## config.mk

```make
export PLATFORM = sky130hd
export DESIGN_NAME = proc_run_monitor
export DESIGN_NICKNAME = d
export VERILOG_FILES = /design/src/rtl/proc_run_monitor.sv
export SDC_FILE = /design/constraint.sdc
export NUM_CORES = 2
export LEC_CHECK = 0
export CAP_MARGIN = 20
export CORE_ASPECT_RATIO = 1.25
export CORE_UTILIZATION = 57
export DETAILED_ROUTE_END_ITERATION = 10
export PLACE_DENSITY_LB_ADDON = 0.15
export SLEW_MARGIN = 10
export SYNTH_ARGS = -nofsm -noshare
export SYNTH_HDL_FRONTEND = slang
export SYNTH_SLANG_ARGS = --single-unit
export TNS_END_PERCENT = 20
```

## constraint.sdc

```tcl
create_clock -name clk -period 78.6 [get_ports clk]
set_clock_uncertainty 0.1 [all_clocks]
set_input_delay 15.72 -clock clk [delete_from_list [all_inputs] [get_ports clk]]
set_output_delay 15.72 -clock clk [all_outputs]
set_load 0.02 [all_outputs]
```

## src/rtl/proc_run_monitor.sv

```systemverilog
// Run/halt monitor beside the pipelined processor: detects the halt sentinel, waits out the
// drain window, flags done/timeout, and traces every register writeback into a small FIFO.
module proc_run_monitor #(
   parameter int                DBITS          = 32,
   parameter int                REG_BITS       = 4,
   parameter logic [DBITS-1:0]  HALT_WORD      = 32'h0000DEAD,
   parameter int                DRAIN_CYCLES   = 22,
   parameter int                TIMEOUT_CYCLES = 0,
   parameter int                TRACE_DEPTH    = 16,
   parameter int                CNT_BITS       = 32
) (
   input  logic                clk,
   input  logic                reset,
   input  logic                enable,
   input  logic                clear,
   input  logic                inst_valid,
   input  logic [DBITS-1:0]    inst_word_in,
   input  logic [DBITS-1:0]    pc_in,
   input  logic                wb_en,
   input  logic [REG_BITS-1:0] wb_reg,
   input  logic [DBITS-1:0]    wb_data,
   output logic                trace_valid,
   input  logic                trace_ready,
   output logic [DBITS-1:0]    trace_pc,
   output logic [REG_BITS-1:0] trace_reg,
   output logic [DBITS-1:0]    trace_data,
   output logic                trace_overflow,
   output logic [CNT_BITS-1:0] drop_count,
   output logic [CNT_BITS-1:0] cycle_count,
   output logic [CNT_BITS-1:0] inst_count,
   output logic [1:0]          state_out,
   output logic                done,
   output logic                timeout
);

   localparam int AW = $clog2(TRACE_DEPTH);
   localparam int EW = DBITS + REG_BITS + DBITS;
   localparam int DW = (DRAIN_CYCLES > 1) ? $clog2(DRAIN_CYCLES + 1) : 1;

   localparam logic [CNT_BITS-1:0] CNT_MAX      = {CNT_BITS{1'b1}};
   localparam logic [CNT_BITS-1:0] CNT_ONE      = 1;
   localparam logic [CNT_BITS-1:0] TIMEOUT_LAST = CNT_BITS'(TIMEOUT_CYCLES - 1);
   localparam logic [DW-1:0]       DRAIN_INIT   = DW'(DRAIN_CYCLES);
   localparam logic [DW-1:0]       DRAIN_ONE    = 1;
   localparam logic [AW:0]         PTR_ONE      = 1;
   localparam logic [AW-1:0]       IDX_ONE      = 1;

   typedef enum logic [1:0] {
      S_IDLE  = 2'd0,
      S_RUN   = 2'd1,
      S_DRAIN = 2'd2,
      S_DONE  = 2'd3
   } state_t;

   state_t            state, state_nxt;
   logic [DW-1:0]     drain_cnt, drain_nxt;
   logic              timeout_r, timeout_nxt;
   logic              halt, timed_out, active;

   logic [CNT_BITS-1:0] cycle_cnt, inst_cnt, drop_cnt;
   logic                overflow_r;

   logic [EW-1:0]     mem [TRACE_DEPTH];
   logic [AW:0]       wr_ptr, rd_ptr;
   logic [AW-1:0]     head_idx;
   logic              empty, full, push_req, push, pop, drop;

   // ---------------- run/halt FSM ----------------
   always_ff @(posedge clk or posedge reset) begin
      if (reset) begin
         state     <= S_IDLE;
         drain_cnt <= '0;
         timeout_r <= 1'b0;
      end else begin
         state     <= state_nxt;
         drain_cnt <= drain_nxt;
         timeout_r <= timeout_nxt;
      end
   end

   always_comb begin
      state_nxt   = state;
      drain_nxt   = drain_cnt;
      timeout_nxt = timeout_r;
      halt        = inst_valid && (inst_word_in == HALT_WORD);
      timed_out   = (TIMEOUT_CYCLES != 0) && (cycle_cnt == TIMEOUT_LAST);
      case (state)
         S_IDLE: if (enable) state_nxt = S_RUN;
         S_RUN: begin
            // A halt on the timeout edge wins, so the timeout flag stays clear.
            if (halt) begin
               if (DRAIN_CYCLES == 0) begin
                  state_nxt = S_DONE;
               end else begin
                  state_nxt = S_DRAIN;
                  drain_nxt = DRAIN_INIT;
               end
            end else if (timed_out) begin
               state_nxt   = S_DONE;
               timeout_nxt = 1'b1;
            end
         end
         S_DRAIN: begin
            if (drain_cnt == DRAIN_ONE) state_nxt = S_DONE;
            else                        drain_nxt = drain_cnt - DRAIN_ONE;
         end
         default: ;
      endcase
      if (clear) begin
         state_nxt   = S_IDLE;
         drain_nxt   = '0;
         timeout_nxt = 1'b0;
      end
   end

   assign active = (state == S_RUN) || (state == S_DRAIN);

   // ---------------- saturating run counters ----------------
   always_ff @(posedge clk or posedge reset) begin
      if (reset) begin
         cycle_cnt <= '0;
         inst_cnt  <= '0;
      end else if (clear) begin
         cycle_cnt <= '0;
         inst_cnt  <= '0;
      end else if (active) begin
         if (cycle_cnt != CNT_MAX)              cycle_cnt <= cycle_cnt + CNT_ONE;
         if (inst_valid && inst_cnt != CNT_MAX) inst_cnt  <= inst_cnt + CNT_ONE;
      end
   end

   // ---------------- writeback trace FIFO ----------------
   // Handshake: the head entry transfers on any edge where trace_valid && trace_ready;
   // while trace_valid is high and trace_ready low the head fields do not change.
   assign empty    = (wr_ptr == rd_ptr);
   assign full     = (wr_ptr[AW] != rd_ptr[AW]) && (wr_ptr[AW-1:0] == rd_ptr[AW-1:0]);
   assign pop      = !empty && trace_ready;
   assign push_req = wb_en && active;
   assign push     = push_req && (!full || pop);
   assign drop     = push_req && full && !pop;

   always_ff @(posedge clk or posedge reset) begin
      if (reset) begin
         wr_ptr     <= '0;
         rd_ptr     <= '0;
         overflow_r <= 1'b0;
         drop_cnt   <= '0;
         for (int i = 0; i < TRACE_DEPTH; i++) mem[i] <= '0;
      end else if (clear) begin
         wr_ptr     <= '0;
         rd_ptr     <= '0;
         overflow_r <= 1'b0;
         drop_cnt   <= '0;
         for (int i = 0; i < TRACE_DEPTH; i++) mem[i] <= '0;
      end else begin
         if (push) begin
            mem[wr_ptr[AW-1:0]] <= {pc_in, wb_reg, wb_data};
            wr_ptr              <= wr_ptr + PTR_ONE;
         end
         if (pop) rd_ptr <= rd_ptr + PTR_ONE;
         if (drop) begin
            overflow_r <= 1'b1;
            if (drop_cnt != CNT_MAX) drop_cnt <= drop_cnt + CNT_ONE;
         end
      end
   end

   // When empty, the slot just behind the read pointer still holds the last popped entry.
   assign head_idx = empty ? (rd_ptr[AW-1:0] - IDX_ONE) : rd_ptr[AW-1:0];
   assign {trace_pc, trace_reg, trace_data} = mem[head_idx];

   assign trace_valid    = !empty;
   assign trace_overflow = overflow_r;
   assign drop_count     = drop_cnt;
   assign cycle_count    = cycle_cnt;
   assign inst_count     = inst_cnt;
   assign state_out      = state;
   assign done           = (state == S_DONE);
   assign timeout        = timeout_r;

endmodule

```

==> summary.txt <==
Outcome
  • Status: completed

Drt
  • Vias per cell: 6.44
  • Initial DRC Count: 6,196
  • Drt wl/cell: 23.9 microns
  • DRT Pass-1 Iters: 6
  • Detailed Route WL: 199,000 microns
  • Drt drc: 0
  • Final antenna-violating net count: 0
  • Via count: 53,407

Floorplanning
  • Core area: 104,000 sq um
  • Die Y: 365 microns
  • Row Count: 132
  • Die span in x: 293 microns
  • Num ports: 277
  • Initial Utilization: 0.578
  • Die area: 107,000 sq um

Clock network
  • Post-CTS Setup Inserts: 0
  • Clk_lat worst skew: 0.74 ns
  • CTS tree: yes
  • # clock sinks: 1,202
  • Clock Pin Slew Worst Setup and Hold Paths: 0.06 ns
  • Hold Buf Count CTS: 0
  • Htree depth: 3
  • Clk buf depth: 3
  • TritonCTS buffer count: 121
  • Post-cts resize count: 0
  • CTS root buffer: clkbuf_16

Timing
  • Fin Setup TNS: 0 ns
  • Hold Vio Cnt, Final: 0
  • Slew @ Worst Pin: 1.22 ns
  • Fmax: 44.1 MHz
  • Slew margin rel.: 0.187
  • Max-slew violations: 0
  • Final setup viols: 0
  • Unrepaired setup endpoints after global routing: no
  • Min cycle time layout: 22.68 ns
  • Final period util: 0.289

Global route
  • All-Layer GR Usage: 0.371
  • Gr ovfl total: 0
  • Initial antenna violation count: 10
  • Largest net degree at the start of global routing: 170
  • Vias in the first global route: 52,487
  • First-pass GRT wire length: 308,000 microns

Yosys
  • Post-Synthesis Cells: 7,104
  • Share of the synthesized area in the top cell type: 0.500
  • Syn nets: 7,226
  • Top_reg_cell synth: dfrtp_1
  • Synthesis-stage register bit count: 1,202
  • Count leader, synth: nand2_1
  • EDFF count, synth: 0
  • Mean Syn Cell Area: 8.47 sq um
  • Async SR Flop Fraction: 1.00
  • Synth top area cells: dfrtp_1 50%, nand2_1 15%, a21oi_1 8.9%
  • Area leader, netlist: dfrtp_1
  • Sequential element share of the synthesized area: 0.500
  • Post-synth top cells: 2,417 x nand2_1, 1,202 x dfrtp_1, 1,070 x a21oi_1
  • Synthesized area: 60,100 sq um
  • Synth warnings: 0
  • Netlist cell types: 67

Pwr
  • Design Power: 2.41 mW
  • P_leak: 25.9 nW
  • Worst VDD drop: 0.000107 V
  • PwrDens: 36.2 nW/um^2

Setup path
  • Reg2reg setup slack: 73.65 ns
  • Worst endpoint required time: 62.78 ns
  • CP cell instances: inv_1 -> ha_4 -> nand3_1 -> nand2_4 -> buf_4 -> buf_4 -> mux2i_1 -> a211oi_1 -> or4_1 -> clkdlybuf4s50_1
  • Critical-path top delay cell: ha_4
  • Crit end category: output pin
  • Crit path top cell by count: buf_4
  • Critical Path AT: 6.86 ns
  • Max incr delay on CP: 0.97 ns
  • Crit Path Max Fanout: 77
  • CP startpoint kind: register
  • CP Class: register to output pin

Cells and area
  • Layout cells sized above 1: 0.0577
  • Area growth syn-to-layout: 10.9%
  • Nets@finish: 6,976

Place
  • Detailed Place HPWL: 107,000 microns
  • Port bufs: 275
  • Placer Congestion: 0.857

Worst hold path
  • HP Class: register to register

Job
  • Max Cap Viol: 0
per-layer routing:
layer | GRT usage | vias to the layer above | wire (microns) | share of wire
li1 | - | 23765 | - | -
met1 | 0.470 | 26266 | 75500 | 0.38
met2 | 0.609 | 2784 | 94500 | 0.48
met3 | 0.0723 | 586 | 19100 | 0.096
met4 | 0.188 | 6 | 9580 | 0.048
met5 | 0 | - | 40 | 0.00020
final cells by class:
| class | count | area, sq um |
|---|---|---|
| well taps | 1340 | 1680 |
| flip-flops and latches | 1202 | 30100 |
| clock buffers | 194 | 3670 |
| fillers | 8855 | 37300 |
| diodes | 5 | 12.5 |
| clock inverters | 28 | 369 |
| inverters | 22 | 97.6 |
| multi-input cells | 5136 | 27200 |
| repair buffers | 371 | 3620 |
logic make-up after synthesis:
logic type                 share of synthesized area
buffers and inverters                         0.0515
xor gates and xnor gates                      0.0131
AOI/OAI and AO/OA                              0.175
other                                      0.0000624
muxes                                         0.0555
DFF                                            0.500
and+or+nand+nor                                0.201
adders and majority gates                    0.00312
per-stage QoR:
step,utilization,instance area (sq um),hold slack [ns],cells,setup slack (ns)
after floorplan,-,60100,0.365,7104,28.92
after global placement,0.601,62500,0.382,8065,56.85
after detailed placement,0.601,62600,0.381,8067,56.76
after CTS,0.640,66600,0.403,8289,55.95
after global routing,0.641,66700,0.413,8296,55.64
final,0.641,66700,0.400,8298,55.92
flip-flops by register name, indices dropped and copies added, names as in the netlist:
register	flops
state_out	2
rd_ptr	5
drain_cnt	5
cycle_count	32
inst_count	32
mem	1088
drop_count	32
wr_ptr	5
trace_overflow	1
layout by cell type, fill, tap and decap left out, types with 70 or more instances in the layout:
master,synthesis,routed
o22ai_1,153,153
mux2i_1,256,256
buf_4,15,86
nor2_1,118,116
a31oi_1,120,120
a21oi_1,1070,1069
clkbuf_16,0,124
dfrtp_1,1202,1200
clkdlybuf4s50_1,0,274
nand2_1,2417,2404
nand3_1,114,114
a211oi_1,136,136
or4_1,70,70
power breakdown:
part	leakage, nW	total [mW]	internal [mW]	switching (mW)
clock network	1.97	0.593	0.343	0.250
logic	7.17	1.17	0.358	0.815
registers	16.8	0.646	0.632	0.0149
total	25.9	2.41	1.33	1.08
worst paths after layout:
| path | startpoint | endpoint | depth (start not counted) |
|---|---|---|---|
| setup / recovery | rd_ptr[0]$_DFFE_PP0P_ | trace_pc[26] | 10 |
| hold / removal | mem[542]$_DFFE_PP0P_ | mem[542]$_DFFE_PP0P_ | 1 |
| setup reg to reg | rd_ptr[0]$_DFFE_PP0P_ | mem[866]$_DFFE_PP0P_ | 8 |
| hold reg to reg | mem[542]$_DFFE_PP0P_ | mem[542]$_DFFE_PP0P_ | 1 |
| max in group asynchronous | reset | drop_count[3]$_DFFE_PP0P_ | 7 |
| min in group asynchronous | reset | mem[615]$_DFFE_PP0P_ | 2 |
worst max-delay path, delay by kind of cell, from the launching register on:
| kind | cells | cell delay [ns] |
|---|---|---|
| AND/OR/NAND/NOR | 3 | 1.58 |
| AO/OA/AOI/OAI | 1 | 0.08 |
| flip-flops | 1 | 0.95 |
| adder cells (fa/ha/maj) | 1 | 0.97 |
| multiplexers | 1 | 0.25 |
| buffers and inverters | 4 | 2.19 |
(Power assumes the default switching activity.)
